### config.mk
export PLATFORM = sky130hd
export DESIGN_NAME = pipe_collect
export DESIGN_NICKNAME = d
export VERILOG_FILES = /design/src/rtl/pipe_collect.sv
export SDC_FILE = /design/constraint.sdc
export NUM_CORES = 1
export LEC_CHECK = 0
export ABC_AREA = 1
export BUFFER_PORTS_ARGS = -buffer_cell sky130_fd_sc_hd__clkbuf_2
export CAP_MARGIN = 20
export CORE_MARGIN = 3
export CORE_UTILIZATION = 40
export CTS_CLUSTER_DIAMETER = 200
export DETAILED_ROUTE_END_ITERATION = 10
export GPL_ROUTABILITY_DRIVEN = 0
export RECOVER_POWER = 25
export SLEW_MARGIN = 40
export SYNTH_ARGS = -nofsm -noshare
export SYNTH_HDL_FRONTEND = slang
export SYNTH_SLANG_ARGS = --single-unit
### constraint.sdc
create_clock -name clk -period 4.6 [get_ports clk]
set_input_delay 1.15 -clock clk [delete_from_list [all_inputs] [get_ports clk]]
set_output_delay 1.15 -clock clk [all_outputs]
set_load 0.01 [all_outputs]
### src/rtl/pipe_collect.sv
`default_nettype none
// ============================================================================
// Module      : pipe_collect
// Description : Aligns scaling-pipe lane results with their enable/coefficient,
//               classifies them and buffers them in a FIFO with drop counting.
// Revision    : 1.0 - initial release
// ============================================================================
module pipe_collect #(
    parameter int DEPTH  = 8,
    parameter int AW     = 3,
    parameter int DROP_W = 8
) (
    input  logic              clk,
    input  logic              rst_n,
    input  logic              in_en,
    input  logic [1:0]        in_cf,
    input  logic [15:0]       in_data0,
    input  logic [15:0]       in_data1,
    output logic              out_valid,
    input  logic              out_ready,
    output logic [31:0]       out_data,
    output logic [1:0]        out_cf,
    output logic [3:0]        out_flags,
    output logic [AW:0]       level,
    output logic [DROP_W-1:0] drop_cnt
);

    localparam int                c_EW       = 38;
    localparam logic [AW:0]       c_FULL     = (AW+1)'(DEPTH);
    localparam logic [DROP_W-1:0] c_DROP_MAX = '1;

    logic              r_en_d;
    logic [1:0]        r_cf_d;
    logic [AW-1:0]     r_wr_ptr;
    logic [AW-1:0]     r_rd_ptr;
    logic [AW:0]       r_level;
    logic [DROP_W-1:0] r_drop_cnt;
    logic [c_EW-1:0]   r_mem [DEPTH];

    logic              w_push;
    logic              w_pop;
    logic              w_full;
    logic              w_wr_en;
    logic              w_drop;
    logic [3:0]        w_flags;
    logic [c_EW-1:0]   w_entry;
    logic [c_EW-1:0]   w_head;

    // The pipe output seen this cycle belongs to last cycle's enable.
    assign w_push  = r_en_d;
    assign w_pop   = out_valid & out_ready;
    assign w_full  = (r_level == c_FULL);
    assign w_wr_en = w_push & (~w_full | w_pop);
    assign w_drop  = w_push & w_full & ~w_pop;

    assign w_flags = {in_data1 == 16'hFFFF, in_data1 == 16'h0000,
                      in_data0 == 16'hFFFF, in_data0 == 16'h0000};
    assign w_entry = {r_cf_d, w_flags, in_data1, in_data0};

    always_ff @(posedge clk) begin
        if (!rst_n) begin
            r_en_d     <= 1'b0;
            r_cf_d     <= 2'b00;
            r_wr_ptr   <= '0;
            r_rd_ptr   <= '0;
            r_level    <= '0;
            r_drop_cnt <= '0;
        end else begin
            r_en_d <= in_en;
            r_cf_d <= in_cf;
            if (w_wr_en) begin
                r_wr_ptr <= r_wr_ptr + AW'(1);
            end
            if (w_pop) begin
                r_rd_ptr <= r_rd_ptr + AW'(1);
            end
            case ({w_wr_en, w_pop})
                2'b10:   r_level <= r_level + (AW+1)'(1);
                2'b01:   r_level <= r_level - (AW+1)'(1);
                default: r_level <= r_level;
            endcase
            if (w_drop && (r_drop_cnt != c_DROP_MAX)) begin
                r_drop_cnt <= r_drop_cnt + DROP_W'(1);
            end
        end
    end

    // Storage is deliberately left uninitialised; the pointers define validity.
    always_ff @(posedge clk) begin
        if (rst_n && w_wr_en) begin
            r_mem[r_wr_ptr] <= w_entry;
        end
    end

    assign w_head    = r_mem[r_rd_ptr];
    assign out_valid = (r_level != '0);
    assign out_data  = out_valid ? w_head[31:0]  : 32'h0;
    assign out_flags = out_valid ? w_head[35:32] : 4'h0;
    assign out_cf    = out_valid ? w_head[37:36] : 2'h0;
    assign level     = r_level;
    assign drop_cnt  = r_drop_cnt;

endmodule
`default_nettype wire

# == After elaboration in Yosys (flattened, before gate mapping) ==
# Memory sizes are Yosys's and may differ from the RTL's. A register that Yosys moved wholly into a read port is not among the register bits.
# Index checks and enable logic that the tools add are counted.
# op_classes
eq_ne,6
muxes,8
add_sub_neg,5
reduce_logical,6
bitwise_logic,7
# ops
op,n
16-bit == test (second input constant),2
16-bit zero test,2
32-bit 2-to-1 mux,1
8-bit by 1-bit adder with 8-bit output (second input constant),1
8-bit inequality test (second input constant),1
4-bit one-hot mux with 2 select lines,1
3-bit by 1-bit adder with 3-bit output (second input constant),2
3-bit 2-to-1 mux,2
4-bit by 1-bit adder with 4-bit output (second input constant),1
1-bit bitwise AND,4
4-bit == test (second input constant),1
4-bit 2-to-1 mux,1
4-bit nonzero test,1
4-bit by 1-bit subtractor with 4-bit output (second input constant),1
2-bit by 1-bit == test with 1-bit output (second input constant),1
2-bit == test (second input constant),1
1-bit logical AND,2
1-bit 2-to-1 mux,2
2-bit 2-to-1 mux,1
1-bit NOT,2
2-bit nonzero test,1
1-bit bitwise OR,1
# word_totals
memories,1
wordCells,39
input_bits,38
reg_bits,21
output_inout_bits,51
ramBits,304
# mem_list
memory,depth,width,rd,rd_ports_with_merged_regs,wr,line,rtl
r_mem,8,38,1,1,1,38,logic [c_EW-1:0] r_mem [DEPTH];

# == Logic depth before layout (Yosys ltp) ==
# Gate-level depths: netlist (run 1).
# depth
word_depth,7
mapped_depth,13
ltp_nobuf,13

# == Least setup slack after synthesis (run 1) ==
# No wires, ideal clock.
# synth_timing
path_kind,in2reg
start,input out_ready
end,"memory r_mem[0][0], enable pin"
path_slack_ns,-0.086
setup_time_ns,0.481
n_path_buf,0
path_stages,6
t_required_ns,4.119
arrival_ns,4.205
cell_sequence,nor2_1 -> nand3_2 -> nand2_1 -> nor2_1 -> inv_2 -> nor3_1
# synth_via
elab_chain_len,6
# synth_rtl
item,line,rtl
start: declaration,20,"input logic out_ready,"
1-bit bitwise AND,51,assign w_pop = out_valid & out_ready;
1-bit bitwise OR,53,assign w_wr_en = w_push & (~w_full | w_pop);
1-bit bitwise AND,53,
1-bit logical AND,90,if (rst_n && w_wr_en) begin
1-bit 2-to-1 mux,90,
1-bit 2-to-1 mux (implied by the code),91,r_mem[r_wr_ptr] <= w_entry;
end: declaration,38,
# Every way passes these cells.

==> reports/metrics.yaml, run 1 <==
pwr:
  p_total_mw: 7.72
  irDropWorstVdd_mv: 0.217
  leakage_nw: 5.30
  powerDensity_nw_per_um2: 500
synth:
  ys_warn_count: 0
  syn_area_per_cell_um2: 12.3
  synthesis.nets: 1133
  synthTopCellsByArea: "edfxtp_1 (68%), nor2_1 (9.1%), o21ai_1 (4.2%), dfxtp_1 (3.6%), o21ai_0 (3.2%)"
  synth_flop_cell: "edfxtp_1"
  synthCells: 1091
  async_flop_share_pct: 0
  synth_top_area_share_pct: 67.8
  synthMostInstantiatedCell: "nor2_1"
  seq_area_frac_synth_pct: 71.4
  synth_common_cells: "nor2_1 (325), edfxtp_1 (304), o21ai_1 (113)"
  synth_seq_cells: 328
  yosysTopAreaCell: "edfxtp_1"
  ys_types: 31
  netlist_area_um2: 13500
  synth_edf_count: 304
global_routing:
  grtUsageMet2_pct: 28.2
  grt_pass1_vias: 8555
  globalRouteOverflowTotal: 0
  antenna_found_initial: 0
  grtUsageMet3_pct: 2.81
  grt_usage_pct: 16.6
  grt_use_met1_pct: 22.0
  top_usage_layer: "met2"
  grt_pass1_wl_um: 47500
  grt_max_degree: 153
cts:
  clock-sinks: 328
  cts_setup_buffers: 0
  clock_latency_ps: 500
  cts_htree_levels: 2
  cts_resized: 0
  clk_path_buf_depth: 3
  clk_pin_slew_ps: 60
  holdBufCountCts: 0
  cts_tree: "built"
  cts-root-buf: "clkbuf_16"
  cts_buffers: 35
cells_and_area:
  diodes: 0
  utilization_pct: 47.0
  layout-drive-gt1-share_pct: 15.6
  fin_nets: 1216
  stdcell_area_um2: 15400
  syn_to_final_growth_pct: 14.7
worst_hold_path:
  hold_class: "reg2reg"
  hold_path.startpoint: "r_rd_ptr[2]"
  hold_depth: 2
placement:
  dp_hpwl_um: 16600
  portBuffers: 88
  placed_area_um2: 14300
timing:
  slew_headroom_pct: 42.6
  final-max-slew-violation-count: 0
  min_period_ps: 3670
  grt_setup_unrepaired: "no"
  hold_violations: 0
  finalSetupViolCount: 0
  fin_crit_sh_pct: 79.9
  fin_skew_ps: 6.92
  fmax_mhz: 272
  worst_slew_pin_slew_ps: 860
  tns_ps: 0
  fin_hold_ws_ps: 466
floorplanning:
  die_area_um2: 35900
  ioPinCount: 89
  core-area_um2: 32900
  die_y_um: 189
  rows: 66
  die_x_um: 189
  start_util_pct: 40.9
setup_path:
  r2r_cells: 7
  critical_path.max_stage_delay_ps: 370
  cp-start-kind: "register"
  path_depth: 8
  slowest_stage: "dfxtp_4"
  crit_family: "simple AND/OR/NAND/NOR gates"
  path_cells: "buf_12 -> nor2_1 -> nor2_1 -> o21ai_1 -> o21ai_1 -> o21ai_1 -> nor2_1 -> clkbuf_2"
  crit_fanout: 152
  cp.arrival_ps: 2520
  end_kind: "output pin"
  worstPathBufferInverterCount: 2
  path_class: "reg2out"
  required_ps: 3450
  r2r-start: "level[0]"
outcome:
  status: "finished clean"
drt:
  wirelength_um: 29800
  wl_per_cell_um: 18.2
  ant_nets: 0
  via_per_inst: 5.21
  drtIter0Drc: 719
  dr.pass1.iters: 5
  vias: 8548
  drc: 0
job:
  drv_cap: 0
-- through the flow --
| step | setup slack [ps] | instances |
|---|---|---|
| after floorplan | -85.7 | 1091 |
| after global placement | 1320 | 1579 |
| after detailed placement | 1270 | 1579 |
| after CTS | 906 | 1640 |
| after global routing | 745 | 1640 |
| final | 926 | 1640 |
-- placed cells by master (no fill, tap or decap), types with 4 or more instances in the layout --
cell	instances
nor2_1	321
edfxtp_1	304
o21ai_1	113
o21ai_0	86
clkbuf_2	67
nand2_1	44
clkbuf_16	37
o32ai_2	26
clkbuf_1	26
inv_1	22
dfxtp_1	21
buf_4	17
a21oi_1	14
nand4_1	13
o32ai_1	12
nor4_1	8
clkinv_1	8
xor2_1	6
clkinv_2	6
nor2_4	5
nand3_1	5
nor3_2	4
ha_1	4
buf_12	4
-- kinds of logic after synthesis --
family | share of synthesized area, %
buffers and inverters | 3.65
AO/OA/AOI/OAI | 11.8
AND/OR/NAND/NOR | 12.3
XOR/XNOR | 0.456
flip-flops | 71.4
adder cells (fa/ha/maj) | 0.372
-- flip-flops by register name (all words and copies together) (netlist names), named ones only --
name and cells:
r_cf_d 2, level 4, r_wr_ptr 3, r_rd_ptr 3, r_en_d 1, drop_cnt 8
r_mem 304
-- power breakdown --
group          switching [mW]  total [mW]  internal, mW
clock network            1.07        2.73          1.66
registers              0.0736        3.37          3.30
logic                    1.06        1.62         0.565
-- per-layer routing --
layer	part of all wire (%)	vias to the layer above
met1	45	4213
met2	48	190
met5	0	-
li1	-	4093
met4	2.3	0
met3	4.8	52
-- layout make-up --
cell class | count | area, µm²
well taps | 442 | 553
multi-input cells | 673 | 3420
flip-flops and latches | 328 | 9620
clock inverters | 17 | 150
repair buffers | 109 | 622
clock buffers | 44 | 972
inverters | 27 | 106
fillers | 3011 | 17400
-- worst reg2reg max path, delay by kind of cell, from the launching register on --
| family | cells | cell delay (ps) |
|---|---|---|
| and+or+nand+nor | 6 | 1330 |
| buffers and inverters | 1 | 280 |
| DFF | 1 | 460 |
-- final timing paths --
kind	endpoint	slack, ps
worst max-delay path	out_flags[1]	930
worst min register to register	register	470
worst min-delay path	register	470
worst max register to register	r_mem[7][22]	2210
(Power assumes the default switching activity.)
==> inputs of run 2 (changes only) <==
--- a/config.mk
+++ b/config.mk
@@ -5,7 +5,7 @@
 export SDC_FILE = /design/constraint.sdc
 export NUM_CORES = 1
 export LEC_CHECK = 0
-export ABC_AREA = 1
+export ABC_AREA = 0
 export BUFFER_PORTS_ARGS = -buffer_cell sky130_fd_sc_hd__clkbuf_2
 export CAP_MARGIN = 20
 export CORE_MARGIN = 3
==> constraint.sdc (replaced) <==
create_clock -name clk -period 3.6 [get_ports clk]
set_input_delay 0.9 -clock clk [delete_from_list [all_inputs] [get_ports clk]]
set_output_delay 0.9 -clock clk [all_outputs]
set_load 0.01 [all_outputs]
==> run 2 against run 1 <==
  * Routed wire length shrank 11%
  * Setup slack lost 560 ps
  * Sequential power grew 28%
  * Clock-buffer cell count grew 4
  * Synthesized cell count shrank 41%
  * Critical path depth shrank 3
  * Clock skew grew 3.8 ps
  * Hold slack gained 7.2 ps
  * Final cell count shrank 28%
  * Synthesized area shrank 4.7%
  * Clock power grew 29%
==> reports/metrics.yaml, run 2 <==
synth:
  synth_top_area_share_pct: 71.2
  yosysTopAreaCell: "edfxtp_1"
  netlist_area_um2: 12800
  syn_area_per_cell_um2: 20.1
  synth_edf_count: 304
  ys_warn_count: 0
  synthMostInstantiatedCell: "edfxtp_1"
  synthCells: 639
  ys_types: 44
  synthesis.nets: 681
  seq_area_frac_synth_pct: 75.0
  synth_flop_cell: "edfxtp_1"
  synth_seq_cells: 328
  synth_common_cells: "edfxtp_1 (304), mux4_2 (76), nor2_1 (49)"
  synthTopCellsByArea: "edfxtp_1 (71%), mux4_2 (13%), dfxtp_1 (3.7%), mux2i_1 (3.1%), nor2_1 (1.4%)"
  async_flop_share_pct: 0
drt:
  dr.pass1.iters: 4
  drc: 0
  wirelength_um: 26600
  drtIter0Drc: 374
  wl_per_cell_um: 22.6
  via_per_inst: 5.49
  ant_nets: 0
  vias: 6465
global_routing:
  grt_max_degree: 39
  antenna_found_initial: 5
  globalRouteOverflowTotal: 0
  grt_pass1_vias: 6982
  grt_usage_pct: 15.9
  grt_pass1_wl_um: 41600
cells_and_area:
  diodes: 0
  final_cell_mix: "edfxtp_1 (304), mux4_2 (76), clkbuf_2 (68)"
  syn_to_final_growth_pct: 17.4
  nFillCells: 2622
  fin_nets: 801
  top_register: "r_mem"
  largest_reg_flops: 304
  layout-drive-gt1-share_pct: 29.8
  final_common_cell: "edfxtp_1"
  utilization_pct: 48.5
setup_path:
  crit_fanout: 26
  cp-start-kind: "register"
  cp.arrival_ps: 2330
  required_ps: 2700
  path_class: "reg2out"
  end_kind: "output pin"
cts:
  cts_resized: 0
  cts_htree_levels: 2
  clock-sinks: 328
  cts_tree: "built"
  clk_path_buf_depth: 3
  cts-root-buf: "clkbuf_16"
  clock_latency_ps: 500
  clk_pin_slew_ps: 60
  holdBufCountCts: 0
  cts_setup_buffers: 0
  cts_buffers: 35
pwr:
  irDropWorstVdd_mv: 0.462
  leakage_nw: 4.81
  powerDensity_nw_per_um2: 645
  p_total_mw: 9.71
floorplanning:
  die_x_um: 185
  ioPinCount: 89
  rows: 64
  core-area_um2: 31100
  die_y_um: 185
  start_util_pct: 41.3
  die_area_um2: 34200
timing:
  hold_violations: 0
  min_period_ps: 3230
  fin_crit_sh_pct: 89.8
  slew_headroom_pct: 50.1
  fmax_mhz: 309
  finalSetupViolCount: 0
  grt_setup_unrepaired: "no"
  final-max-slew-violation-count: 0
  fin_skew_ps: 10.7
  worst_slew_pin_slew_ps: 743
outcome:
  status: "finished clean"
job:
  drv_cap: 0
placement:
  dp_hpwl_um: 16100
  portBuffers: 88
worst_hold_path:
  hold_class: "reg2reg"
## run 2: cell types whose count changed after synthesis, sizes merged, moves of 21 or more
cell / delta
inv: -23
nor2: -276
o21ai: -194
mux4: +76
o32ai: -38
mux2i: +40
clkbuf: -21
nand2: -39
## run 2: metal layers
layer  GRT usage [%]  share of wire, %  vias to the layer above  routed length (µm)
met3            3.48               5.1                       47                1350
met4            3.81               1.7                       10                 461
met2            26.1                49                      176               13000
met1            22.0                44                     3356               11800
met5               0              0.21                        -                  55
li1                -                 -                     2876                   -
## run 2: layout make-up
type / instances / area (µm²) / area share, %
Clock inverter: 12 / 154 / 1.02
Clock buffer: 48 / 977 / 6.49
Multi-Input combinational cell: 275 / 3110 / 20.7
Timing Repair Buffer: 115 / 681 / 4.52
Tap cell: 396 / 495 / 3.29
Sequential cell: 328 / 9620 / 63.9
Inverter: 4 / 15.0 / 0.0997
## run 2: path summary, 6_finish.rpt
path	start	to	slack [ps]	cells past startpoint
worst min-delay path	r_rd_ptr[1]	register	470	2
worst min register to register	r_rd_ptr[1]	register	470	2
worst max register to register	level[1]	r_mem[1][30]	1130	5
worst max-delay path	register	out_cf[0]	370	5
## run 2: critical path, cell delays in order, from the launching register on
cell and delay [ps]:
dfxtp_4 570, buf_4 430, mux4_2 370, mux2i_1 200, nor2_1 100, clkbuf_2 150
## run 2: through the flow
| stage | instances | worst slack [ps] | instance area, µm² | TNS (ps) | hold slack, ps |
|---|---|---|---|---|---|
| after floorplan | 639 | -1040 | 12800 | -179520 | 454 |
| after global placement | 1118 | 834 | 13900 | 0 | 456 |
| after detailed placement | 1118 | 822 | 13900 | 0 | 465 |
| after CTS | 1178 | 317 | 15100 | 0 | 474 |
| after global routing | 1178 | 225 | 15100 | 0 | 512 |
| final | 1178 | 368 | 15100 | 0 | 473 |
## run 2: where the power goes
part,total (mW),internal [mW],leakage (nW),switching (mW)
Sequential,4.31,4.21,2.99,0.0960
Combinational,1.88,0.894,1.26,0.986
Clock,3.53,2.18,0.551,1.35
## run 2: logic make-up after synthesis
group	synth area share (%)
AOI/OAI and AO/OA	1.56
adders and majority gates	0.390
DFF	75.0
buffers and inverters	1.30
muxes	16.5
and+or+nand+nor	4.84
xor gates and xnor gates	0.478
==> inputs of run 3 (changes only) <==
--- a/config.mk
+++ b/config.mk
@@ -14,7 +14,9 @@
 export DETAILED_ROUTE_END_ITERATION = 10
 export GPL_ROUTABILITY_DRIVEN = 0
 export RECOVER_POWER = 25
+export REMOVE_ABC_BUFFERS = 1
 export SLEW_MARGIN = 40
 export SYNTH_ARGS = -nofsm -noshare
 export SYNTH_HDL_FRONTEND = slang
 export SYNTH_SLANG_ARGS = --single-unit
+export TNS_END_PERCENT = 100
==> run 3 against run 2 <==
  * Routed wire length shrank 0.62%
  * Combinational power about the same
  * Clock skew increased by 1.9 ps
  * Flip-flop and latch count did not move
  * Utilization shrank 0.27 points
  * Critical endpoint is now out_flags[1]
==> reports/metrics.yaml, run 3 (synthesis gave the netlist of run 2 again) <==
cts:
  cts_setup_buffers: 0
  cts-root-buf: "clkbuf_16"
  cts_htree_levels: 2
  cts_tree: "built"
  cts_buffers: 35
  clk_pin_slew_ps: 60
  clock_latency_ps: 510
  holdBufCountCts: 0
  clk_path_buf_depth: 3
  cts_resized: 0
  clock-sinks: 328
timing:
  finalSetupViolCount: 0
  fmax_mhz: 302
  min_period_ps: 3310
  worst_slew_pin_slew_ps: 657
  fin_crit_sh_pct: 92.0
  hold_violations: 0
  fin_skew_ps: 12.6
  final-max-slew-violation-count: 0
  slew_headroom_pct: 55.7
  grt_setup_unrepaired: "no"
  fin_ws_ps: 286
cells_and_area:
  diodes: 0
  final_cell_mix: "edfxtp_1 (304), mux4_2 (76), clkbuf_2 (67)"
  final_common_cell: "edfxtp_1"
  largest_reg_flops: 304
  utilization_pct: 48.2
  top_register: "r_mem"
  regArea_um2: 9620
  layout-drive-gt1-share_pct: 29.2
  nFillCells: 2564
  syn_to_final_growth_pct: 16.8
  fin_nets: 793
  multi_input_area_um2: 3100
floorplanning:
  start_util_pct: 41.3
  core-area_um2: 31100
  die_area_um2: 34200
  die_y_um: 185
  ioPinCount: 89
  rows: 64
  die_x_um: 185
global_routing:
  grt_pass1_wl_um: 40900
  antenna_found_initial: 2
  grt_pass1_vias: 6952
  globalRouteOverflowTotal: 0
  grt_usage_pct: 15.6
  grt_max_degree: 39
drt:
  wirelength_um: 26500
  vias: 6514
  via_per_inst: 5.57
  drtIter0Drc: 522
  dr.pass1.iters: 5
  drc: 0
  ant_nets: 0
  wl_per_cell_um: 22.6
setup_path:
  required_ps: 2700
  crit_fanout: 22
  end_kind: "output pin"
  cp.arrival_ps: 2410
  cp-start-kind: "register"
  path_class: "reg2out"
pwr:
  irDropWorstVdd_mv: 0.364
  leakage_nw: 4.73
  p_total_mw: 9.53
  powerDensity_nw_per_um2: 637
worst_hold_path:
  hold_class: "reg2reg"
placement:
  dp_slack_ps: 771
  portBuffers: 88
  dp_hpwl_um: 15000
job:
  drv_cap: 0
outcome:
  status: "finished clean"
run 3: changes by cell type in the layout (fill, tap and decap cells not counted), moves of 2 or more:
cell,change
buf_12,+6
inv_6,+3
clkinv_2,+2
nor4_4,-2
bufinv_16,-2
buf_4,-14
nor4_2,+3
clkbuf_16,-2
run 3: path summary, 6_finish.rpt:
kind                       end  slack (ps)   startpoint  cells past startpoint
hold / removal        register         490  r_rd_ptr[1]                      2
setup / recovery  out_flags[1]         290     register                      5
setup reg to reg  r_mem[2][19]        1240     level[1]                      4
hold reg to reg       register         490  r_rd_ptr[1]                      2
run 3: through the flow:
step                setup TNS (ps)  hold slack [ps]  std cells  area (µm²)
global placement                 0              461       1110       13900
finish                           0              486       1169       15000
floorplan                  -304630              454        607       12700
detailed placement               0              479       1110       14000
CTS                              0              489       1169       15000
global route                     0              541       1169       15000
run 3: cell type report:
| type | count | area share (%) |
|---|---|---|
| multi-input combinational | 275 | 20.7 |
| clock buffer | 43 | 6.05 |
| clock inverter | 16 | 0.919 |
| inverter | 4 | 0.100 |
| sequential | 328 | 64.3 |
| timing repair buffer | 107 | 4.64 |
| tap | 396 | 3.31 |
run 3: worst max-delay path, stage by stage, from the launching register on:
cell and delay (ps):
dfxtp_4 670, buf_12 280, mux4_2 510, mux2i_1 190, nor2_1 100, clkbuf_2 150
run 3: where the power goes:
part	internal, mW	switching (mW)	total (mW)	leakage [nW]
clock network	1.93	1.38	3.31	0.510
registers	4.21	0.152	4.36	2.99
logic	0.911	0.947	1.86	1.23
total	7.05	2.48	9.53	4.73
run 3: per-layer routing:
layer | vias to the layer above | global-route usage [%] | part of all wire [%]
met3 | 42 | 3.50 | 5.5
met4 | 4 | 3.87 | 2.0
li1 | 2859 | - | -
met2 | 172 | 25.7 | 49
met5 | - | 0 | 0.10
met1 | 3437 | 21.4 | 44
